[src/rtl/ysyx_25040129_mem_arbiter_if.sv]
// Bus bundle for the IFU/LSU-to-memory arbiter.
// The master modport is the arbiter's view. The slave modport is the view of
// the environment, which holds the two requesters, the memory and the flush source.
interface ysyx_25040129_mem_arbiter_if #(
  parameter int ADDR_WIDTH = 32,
  parameter int DATA_WIDTH = 32
);
  localparam int MASK_WIDTH = DATA_WIDTH / 8;

  logic                  pipeline_flush;

  logic                  ifu_req_valid;
  logic                  ifu_req_ready;
  logic [ADDR_WIDTH-1:0] ifu_addr;
  logic                  ifu_wen;
  logic [DATA_WIDTH-1:0] ifu_wdata;
  logic [MASK_WIDTH-1:0] ifu_wmask;
  logic                  ifu_resp_valid;
  logic                  ifu_resp_ready;
  logic [DATA_WIDTH-1:0] ifu_rdata;
  logic                  ifu_err;

  logic                  lsu_req_valid;
  logic                  lsu_req_ready;
  logic [ADDR_WIDTH-1:0] lsu_addr;
  logic                  lsu_wen;
  logic [DATA_WIDTH-1:0] lsu_wdata;
  logic [MASK_WIDTH-1:0] lsu_wmask;
  logic                  lsu_resp_valid;
  logic                  lsu_resp_ready;
  logic [DATA_WIDTH-1:0] lsu_rdata;
  logic                  lsu_err;

  logic                  mem_req_valid;
  logic                  mem_req_ready;
  logic [ADDR_WIDTH-1:0] mem_addr;
  logic                  mem_wen;
  logic [DATA_WIDTH-1:0] mem_wdata;
  logic [MASK_WIDTH-1:0] mem_wmask;
  logic                  mem_resp_valid;
  logic                  mem_resp_ready;
  logic [DATA_WIDTH-1:0] mem_rdata;
  logic                  mem_err;

  modport master (
    input  pipeline_flush,
    input  ifu_req_valid, ifu_addr, ifu_wen, ifu_wdata, ifu_wmask, ifu_resp_ready,
    output ifu_req_ready, ifu_resp_valid, ifu_rdata, ifu_err,
    input  lsu_req_valid, lsu_addr, lsu_wen, lsu_wdata, lsu_wmask, lsu_resp_ready,
    output lsu_req_ready, lsu_resp_valid, lsu_rdata, lsu_err,
    output mem_req_valid, mem_addr, mem_wen, mem_wdata, mem_wmask, mem_resp_ready,
    input  mem_req_ready, mem_resp_valid, mem_rdata, mem_err
  );

  modport slave (
    output pipeline_flush,
    output ifu_req_valid, ifu_addr, ifu_wen, ifu_wdata, ifu_wmask, ifu_resp_ready,
    input  ifu_req_ready, ifu_resp_valid, ifu_rdata, ifu_err,
    output lsu_req_valid, lsu_addr, lsu_wen, lsu_wdata, lsu_wmask, lsu_resp_ready,
    input  lsu_req_ready, lsu_resp_valid, lsu_rdata, lsu_err,
    input  mem_req_valid, mem_addr, mem_wen, mem_wdata, mem_wmask, mem_resp_ready,
    output mem_req_ready, mem_resp_valid, mem_rdata, mem_err
  );
endinterface

[src/rtl/ysyx_25040129_mem_arbiter.sv]
// Two-requester (IFU, LSU) single-outstanding memory arbiter.
// LSU has fixed priority. A pipeline flush drops an in-flight IFU response
// while still draining it from memory.
module ysyx_25040129_mem_arbiter #(
  parameter int ADDR_WIDTH = 32,
  parameter int DATA_WIDTH = 32
) (
  input  logic                        clk,
  input  logic                        rst_n,
  ysyx_25040129_mem_arbiter_if.master bus
);
  localparam int MASK_WIDTH = DATA_WIDTH / 8;

  typedef enum logic [1:0] {
    IDLE  = 2'd0,
    ISSUE = 2'd1,
    WAIT  = 2'd2
  } state_t;

  typedef enum logic {
    OWN_IFU = 1'b0,
    OWN_LSU = 1'b1
  } owner_t;

  state_t                state;
  owner_t                owner;
  logic                  drop;
  logic                  req_valid_q;
  logic [ADDR_WIDTH-1:0] addr_q;
  logic                  wen_q;
  logic [DATA_WIDTH-1:0] wdata_q;
  logic [MASK_WIDTH-1:0] wmask_q;

  logic grant_lsu;
  logic grant_ifu;
  logic flush_hit;
  logic resp_ready;
  logic resp_hs;
  logic ifu_fwd;
  logic lsu_fwd;

  // Grant decode, owner-routed response path and flush qualification
  always_comb begin
    grant_lsu  = 1'b0;
    grant_ifu  = 1'b0;
    flush_hit  = 1'b0;
    resp_ready = 1'b0;
    ifu_fwd    = 1'b0;
    lsu_fwd    = 1'b0;

    if (rst_n && state == IDLE) begin
      grant_lsu = bus.lsu_req_valid;
      grant_ifu = !bus.lsu_req_valid && bus.ifu_req_valid && !bus.pipeline_flush;
    end

    flush_hit = bus.pipeline_flush && (owner == OWN_IFU);

    // A dropped IFU response is sunk here so memory can still complete it
    if (state == WAIT) begin
      if (owner == OWN_LSU) begin
        resp_ready = bus.lsu_resp_ready;
        lsu_fwd    = bus.mem_resp_valid;
      end else if (drop) begin
        resp_ready = 1'b1;
      end else begin
        resp_ready = bus.ifu_resp_ready;
        ifu_fwd    = bus.mem_resp_valid;
      end
    end

    resp_hs = bus.mem_resp_valid && resp_ready;
  end

  // Requester-facing outputs; data and error read as zero unless the response is valid
  always_comb begin
    bus.ifu_req_ready  = grant_ifu;
    bus.lsu_req_ready  = grant_lsu;

    bus.ifu_resp_valid = ifu_fwd;
    bus.ifu_rdata      = ifu_fwd ? bus.mem_rdata : '0;
    bus.ifu_err        = ifu_fwd ? bus.mem_err : 1'b0;

    bus.lsu_resp_valid = lsu_fwd;
    bus.lsu_rdata      = lsu_fwd ? bus.mem_rdata : '0;
    bus.lsu_err        = lsu_fwd ? bus.mem_err : 1'b0;
  end

  // Memory-facing outputs driven from the captured request while it is being issued
  always_comb begin
    bus.mem_req_valid  = req_valid_q;
    bus.mem_addr       = req_valid_q ? addr_q  : '0;
    bus.mem_wen        = req_valid_q ? wen_q   : 1'b0;
    bus.mem_wdata      = req_valid_q ? wdata_q : '0;
    bus.mem_wmask      = req_valid_q ? wmask_q : '0;
    bus.mem_resp_ready = resp_ready;
  end

  // Arbitration FSM: capture on grant, hold until accepted, wait for one response
  always_ff @(posedge clk) begin
    if (!rst_n) begin
      state       <= IDLE;
      owner       <= OWN_IFU;
      drop        <= 1'b0;
      req_valid_q <= 1'b0;
      addr_q      <= '0;
      wen_q       <= 1'b0;
      wdata_q     <= '0;
      wmask_q     <= '0;
    end else begin
      unique case (state)
        IDLE: begin
          if (grant_lsu) begin
            owner       <= OWN_LSU;
            addr_q      <= bus.lsu_addr;
            wen_q       <= bus.lsu_wen;
            wdata_q     <= bus.lsu_wdata;
            wmask_q     <= bus.lsu_wmask;
            req_valid_q <= 1'b1;
            state       <= ISSUE;
          end else if (grant_ifu) begin
            owner       <= OWN_IFU;
            addr_q      <= bus.ifu_addr;
            wen_q       <= bus.ifu_wen;
            wdata_q     <= bus.ifu_wdata;
            wmask_q     <= bus.ifu_wmask;
            req_valid_q <= 1'b1;
            state       <= ISSUE;
          end
        end
        ISSUE: begin
          if (flush_hit) begin
            drop <= 1'b1;
          end
          if (bus.mem_req_ready) begin
            req_valid_q <= 1'b0;
            state       <= WAIT;
          end
        end
        WAIT: begin
          // A flush coinciding with the handshake is moot: the response was already delivered
          if (resp_hs) begin
            drop  <= 1'b0;
            state <= IDLE;
          end else if (flush_hit) begin
            drop <= 1'b1;
          end
        end
        default: begin
          state       <= IDLE;
          req_valid_q <= 1'b0;
          drop        <= 1'b0;
        end
      endcase
    end
  end

endmodule

[src/flat_wrapper.sv]
// flat-port wrapper written by rule: the top's interface ports become plain ports
module ysyx_25040129_mem_arbiter_flat 
#(
  parameter int ADDR_WIDTH = 32,
  parameter int DATA_WIDTH = 32
)
  (clk, rst_n, bus_pipeline_flush, bus_ifu_req_valid, bus_ifu_addr, bus_ifu_wen, bus_ifu_wdata, bus_ifu_wmask, bus_ifu_resp_ready, bus_ifu_req_ready, bus_ifu_resp_valid, bus_ifu_rdata, bus_ifu_err, bus_lsu_req_valid, bus_lsu_addr, bus_lsu_wen, bus_lsu_wdata, bus_lsu_wmask, bus_lsu_resp_ready, bus_lsu_req_ready, bus_lsu_resp_valid, bus_lsu_rdata, bus_lsu_err, bus_mem_req_valid, bus_mem_addr, bus_mem_wen, bus_mem_wdata, bus_mem_wmask, bus_mem_resp_ready, bus_mem_req_ready, bus_mem_resp_valid, bus_mem_rdata, bus_mem_err);
  ysyx_25040129_mem_arbiter_if #(.ADDR_WIDTH(ADDR_WIDTH), .DATA_WIDTH(DATA_WIDTH)) bus_i ();
  input  logic clk;
  input  logic rst_n;
  input wire logic [$bits(bus_i.pipeline_flush)-1:0] bus_pipeline_flush;
  input wire logic [$bits(bus_i.ifu_req_valid)-1:0] bus_ifu_req_valid;
  input wire logic [$bits(bus_i.ifu_addr)-1:0] bus_ifu_addr;
  input wire logic [$bits(bus_i.ifu_wen)-1:0] bus_ifu_wen;
  input wire logic [$bits(bus_i.ifu_wdata)-1:0] bus_ifu_wdata;
  input wire logic [$bits(bus_i.ifu_wmask)-1:0] bus_ifu_wmask;
  input wire logic [$bits(bus_i.ifu_resp_ready)-1:0] bus_ifu_resp_ready;
  output wire logic [$bits(bus_i.ifu_req_ready)-1:0] bus_ifu_req_ready;
  output wire logic [$bits(bus_i.ifu_resp_valid)-1:0] bus_ifu_resp_valid;
  output wire logic [$bits(bus_i.ifu_rdata)-1:0] bus_ifu_rdata;
  output wire logic [$bits(bus_i.ifu_err)-1:0] bus_ifu_err;
  input wire logic [$bits(bus_i.lsu_req_valid)-1:0] bus_lsu_req_valid;
  input wire logic [$bits(bus_i.lsu_addr)-1:0] bus_lsu_addr;
  input wire logic [$bits(bus_i.lsu_wen)-1:0] bus_lsu_wen;
  input wire logic [$bits(bus_i.lsu_wdata)-1:0] bus_lsu_wdata;
  input wire logic [$bits(bus_i.lsu_wmask)-1:0] bus_lsu_wmask;
  input wire logic [$bits(bus_i.lsu_resp_ready)-1:0] bus_lsu_resp_ready;
  output wire logic [$bits(bus_i.lsu_req_ready)-1:0] bus_lsu_req_ready;
  output wire logic [$bits(bus_i.lsu_resp_valid)-1:0] bus_lsu_resp_valid;
  output wire logic [$bits(bus_i.lsu_rdata)-1:0] bus_lsu_rdata;
  output wire logic [$bits(bus_i.lsu_err)-1:0] bus_lsu_err;
  output wire logic [$bits(bus_i.mem_req_valid)-1:0] bus_mem_req_valid;
  output wire logic [$bits(bus_i.mem_addr)-1:0] bus_mem_addr;
  output wire logic [$bits(bus_i.mem_wen)-1:0] bus_mem_wen;
  output wire logic [$bits(bus_i.mem_wdata)-1:0] bus_mem_wdata;
  output wire logic [$bits(bus_i.mem_wmask)-1:0] bus_mem_wmask;
  output wire logic [$bits(bus_i.mem_resp_ready)-1:0] bus_mem_resp_ready;
  input wire logic [$bits(bus_i.mem_req_ready)-1:0] bus_mem_req_ready;
  input wire logic [$bits(bus_i.mem_resp_valid)-1:0] bus_mem_resp_valid;
  input wire logic [$bits(bus_i.mem_rdata)-1:0] bus_mem_rdata;
  input wire logic [$bits(bus_i.mem_err)-1:0] bus_mem_err;
  assign bus_i.pipeline_flush = bus_pipeline_flush;
  assign bus_i.ifu_req_valid = bus_ifu_req_valid;
  assign bus_i.ifu_addr = bus_ifu_addr;
  assign bus_i.ifu_wen = bus_ifu_wen;
  assign bus_i.ifu_wdata = bus_ifu_wdata;
  assign bus_i.ifu_wmask = bus_ifu_wmask;
  assign bus_i.ifu_resp_ready = bus_ifu_resp_ready;
  assign bus_ifu_req_ready = bus_i.ifu_req_ready;
  assign bus_ifu_resp_valid = bus_i.ifu_resp_valid;
  assign bus_ifu_rdata = bus_i.ifu_rdata;
  assign bus_ifu_err = bus_i.ifu_err;
  assign bus_i.lsu_req_valid = bus_lsu_req_valid;
  assign bus_i.lsu_addr = bus_lsu_addr;
  assign bus_i.lsu_wen = bus_lsu_wen;
  assign bus_i.lsu_wdata = bus_lsu_wdata;
  assign bus_i.lsu_wmask = bus_lsu_wmask;
  assign bus_i.lsu_resp_ready = bus_lsu_resp_ready;
  assign bus_lsu_req_ready = bus_i.lsu_req_ready;
  assign bus_lsu_resp_valid = bus_i.lsu_resp_valid;
  assign bus_lsu_rdata = bus_i.lsu_rdata;
  assign bus_lsu_err = bus_i.lsu_err;
  assign bus_mem_req_valid = bus_i.mem_req_valid;
  assign bus_mem_addr = bus_i.mem_addr;
  assign bus_mem_wen = bus_i.mem_wen;
  assign bus_mem_wdata = bus_i.mem_wdata;
  assign bus_mem_wmask = bus_i.mem_wmask;
  assign bus_mem_resp_ready = bus_i.mem_resp_ready;
  assign bus_i.mem_req_ready = bus_mem_req_ready;
  assign bus_i.mem_resp_valid = bus_mem_resp_valid;
  assign bus_i.mem_rdata = bus_mem_rdata;
  assign bus_i.mem_err = bus_mem_err;
  ysyx_25040129_mem_arbiter #(.ADDR_WIDTH(ADDR_WIDTH), .DATA_WIDTH(DATA_WIDTH)) u_core (.clk(clk), .rst_n(rst_n), .bus(bus_i));
endmodule
[config.mk]
export PLATFORM = sky130hd
export DESIGN_NAME = ysyx_25040129_mem_arbiter_flat
export DESIGN_NICKNAME = d
export VERILOG_FILES = /design/src/rtl/ysyx_25040129_mem_arbiter_if.sv /design/src/rtl/ysyx_25040129_mem_arbiter.sv /design/src/flat_wrapper.sv
export SDC_FILE = /design/constraint.sdc
export NUM_CORES = 1
export LEC_CHECK = 0
export ABC_AREA = 1
export BUFFER_PORTS_ARGS = -buffer_cell sky130_fd_sc_hd__buf_2
export CORE_AREA = 2 2 124 126
export CTS_CLUSTER_DIAMETER = 30
export DETAILED_ROUTE_END_ITERATION = 12
export DIE_AREA = 0 0 126 128
export GPL_ROUTABILITY_DRIVEN = 0
export PLACE_DENSITY = 0.7
export RECOVER_POWER = 50
export SETUP_SLACK_MARGIN = 0.15
export SYNTH_ARGS = -nofsm -noshare
export SYNTH_HDL_FRONTEND = slang
export SYNTH_SLANG_ARGS = --single-unit
[constraint.sdc]
create_clock -name clk -period 2.03 [get_ports clk]
set_clock_uncertainty 0.05 [all_clocks]
set_input_delay 0.5075 -clock clk [delete_from_list [all_inputs] [get_ports clk]]
set_output_delay 0.5075 -clock clk [all_outputs]
set_load 0.05 [all_outputs]
==> flow_summary_export.csv <==
group,metric,value,unit
synth,synth_ff_type,"dfxtp_1",
worst_setup_path,crit_required,1.47,ns
pwr,power.internal,5.31,mW
worst_setup_path,crit_path_top_delay_cell,"dfxtp_2",
final_layout,drive_gt1_share,67.6,%
sta,rsz0062_at_grt,"yes",
pwr,p_sw_share,43.1,%
detailed_routing,wirelength,25300,um
worst_setup_path,crit_type,"flip-flop to output port",
placed_design,dpl_cell_area,0.00686,sq mm
sta,maxSlewViolCount,0,
synth,synth.area.top_cells,"dfxtp_1, nand2_1, a31oi_1",
worst_setup_path,arrival,1.64,ns
die,rows,45,
synth,synth.most_common_cell,"nand2_1",
cts,cts_hold_buf,0,
sta,tightest_slew,1.10,ns
die,die_y,128,um
worst_setup_path,endpoint_kind,"output port",
detailed_routing,dr_total_vias,6404,
die,core_area,0.0149,sq mm
global_routing,grt_max_degree,75,
global_routing,grt_pass1_vias,5885,
final_layout,area_growth,159,%
detailed_routing,drc_errors,0,
worst_setup_path,cp_max_fo,7,
global_routing,grtUsageTotal,24.2,%
synth,synth_top_area_share,35.2,%
die,dieArea,0.0161,sq mm
outcome,violations,"negative setup slack",
worst_setup_path,crit_top_cell,"buf_12",
placed_design,dp.cells,1168,
outcome,status,"complete, but fails checks",
sta,hold_viol_final,0,
final_layout,instances_no_fill,1261,
die,die_w,126,um
cts,clkLatencyLatePin,0.34,ns
pwr,pwr-share-clk,19.7,%
pwr,seqPwrFrac,23.2,%
synth,synth_cell_types,20,
cts,cts.sinks,74,
synth,yosysWarnings,0,
detailed_routing,post_drt_wl_per_cell,20.1,um
synth,synth_seq_cells,74,
pwr,power,9.33,mW
synth,ys_seq_area_share,35.2,%
sta,period_share,108,%
cts,cts-root-buf,"clkbuf_16",
synth,synth_cells,691,
detailed_routing,drtIter0Drc,330,
sta,finalCriticalPeriod,2.20,ns
sta,max_freq,0.455,GHz
sta,finalSetupViolCount,116,
run,cap_violations,0,
synth,synthesis.nets,875,
pwr,vdd_ir_drop_max,483,uV
die,pin_count,321,
synth,synth_edf_count,0,
worst_setup_path,max_stage_delay,0.32,ns
global_routing,grt.overflow.total,0,
final_layout,n_fill_cell,937,
cts,clockBufferDepth,2,
detailed_routing,vias_per_cell,5.08,
worst_setup_path,crit_chain,"inv_2 > ha_4 > nand3_4 > buf_12 > buf_12 > nor2_4 > buf_6",
pwr,p_sw,4.02,mW
detailed_routing,firstDrtPassIters,6,
pwr,power_density,857,mW/mm^2
final_layout,nNetsFinal,1249,
global_routing,antenna_found_initial,3,
die,initial_core_util,28.3,%
synth,syn-cell-area,0.00421,sq mm
pwr,power_frac_comb,57.2,%
sta,finalWorstSetupSlack,-0.169,ns
synth,syn_avg_cell_area,6.09,sq um
pwr,p_leak,5.14,nW
worst_setup_path,critPathLaunchType,"flip-flop",
synth,ys_top_cells_by_count,"nand2_1, inv_1, dfxtp_1, nor2_1, a31oi_1",
cts,cts-htree-levels,3,
placed_design,io_buffers,320,
sta,timing.slew.headroom,26.8,%
cts,cts_buffers,9,
synth,synth-async-reset-ratio,0,%
detailed_routing,ant_nets,0,
placed_design,place_hpwl,12200,um
cts,cts_tree,"yes",
cts,path_clk_slew,0.06,ns
final_layout,fin_area,0.0109,sq mm
synth,yosys.area.top_type,"dfxtp_1",
global_routing,grt_pass1_wl,30900,um
hold_path,hp-class,"input pin to flip-flop",
## state kept, by name, indices dropped and copies added, names as in the netlist
| signal | count |
|---|---|
| u_core.addr_q | 32 |
| u_core.bus.mem_req_valid | 1 |
| u_core.drop | 1 |
| u_core.owner | 1 |
| u_core.state | 2 |
| u_core.wdata_q | 32 |
| u_core.wen_q | 1 |
| u_core.wmask_q | 4 |
## through the flow
step	setup TNS, ns	utilization [%]	worst slack (ns)	hold WS, ns
2_1_floorplan	0	-	0.0148	0.393
3_3_place_gp	0	46.2	0.0873	0.410
3_5_place_dp	0	46.2	0.0686	0.415
4_1_cts	-3.64	62.2	-0.118	0.363
5_1_grt	-16.81	73.2	-0.233	0.377
6_report	-6.69	73.2	-0.169	0.373
## repair_timing
action,4_1_cts,5_1_grt
endpoints found under the setup margin,142,210
gates cloned,8,29
resized for setup,500,171
pin swaps,38,40
setup buffers,15,22
## power groups by stage
stage	Clock [mW]	Combinational [mW]	Sequential, mW
after floorplan	0	1.97	1.94
after global placement	0	2.72	1.94
final	1.83	5.33	2.16
after global routing	1.91	5.58	2.19
after CTS	1.84	3.97	2.08
after detailed placement	0	2.73	1.95
## layout by cell type, fill, tap and decap left out, drive strengths merged
| master | instances |
|---|---|
| nand3 | 8 |
| clkinvlp | 71 |
| inv | 48 |
| dfxtp | 74 |
| or2 | 1 |
| nand4 | 2 |
| buf | 393 |
| a31oi | 70 |
| clkbuf | 29 |
| diode | 3 |
| and2 | 1 |
| a21oi | 3 |
| nor2 | 71 |
| o21ai | 70 |
| nand2 | 223 |
| bufinv | 2 |
| ha | 4 |
## per-layer routing
layer  routed length [um]  vias up  GRT usage, %
li1                     -     2925             -
met1                 9690     3088          26.4
met2                13100      342          43.9
met3                 1680       49          5.88
met4                  835        0          11.9
met5                    0        -             0
## path summary, 6_finish.rpt
kind / cells after the start / slack, ns / start / end
worst max-delay path: 7 / -0.17 / u_core.state[0] / bus_lsu_rdata[3]
worst min-delay path: 3 / 0.37 / bus_lsu_wdata[23] / u_core.wdata_q[23]
worst max register to register: 15 / -0.10 / u_core.state[0] / u_core.addr_q[24]
worst min register to register: 2 / 0.46 / u_core.drop / u_core.drop
## final cells by class
type / instances / area, sq um / share of cell area, %
inverter: 116 / 704 / 6.47
multi-input combinational: 453 / 3750 / 34.5
clock buffer: 11 / 253 / 2.32
antenna: 3 / 7.51 / 0.0690
sequential: 74 / 1490 / 13.7
timing repair buffer: 411 / 4360 / 40.1
tap: 188 / 235 / 2.16
clock inverter: 5 / 83.8 / 0.770
## cells by family (layout without fill, tap and decap cells)
| group | count (synthesis) | count (layout) | synth area share [%] |
|---|---|---|---|
| buf+inv | 167 | 543 | 16.6 |
| other cells | 0 | 3 | 0 |
| simple gates | 303 | 306 | 27.9 |
| flops | 74 | 74 | 35.2 |
| fa+ha+maj | 4 | 4 | 1.19 |
| compound gates | 143 | 143 | 19.1 |
## worst max-delay path: cells and delay by family (launching register included)
| kind | cells | cell delay [ns] |
|---|---|---|
| adder cells (fa/ha/maj) | 1 | 0.18 |
| AND/OR/NAND/NOR | 2 | 0.23 |
| flip-flops | 1 | 0.32 |
| buffers and inverters | 4 | 0.57 |
Note: power is estimated with default switching activity, not from simulation.
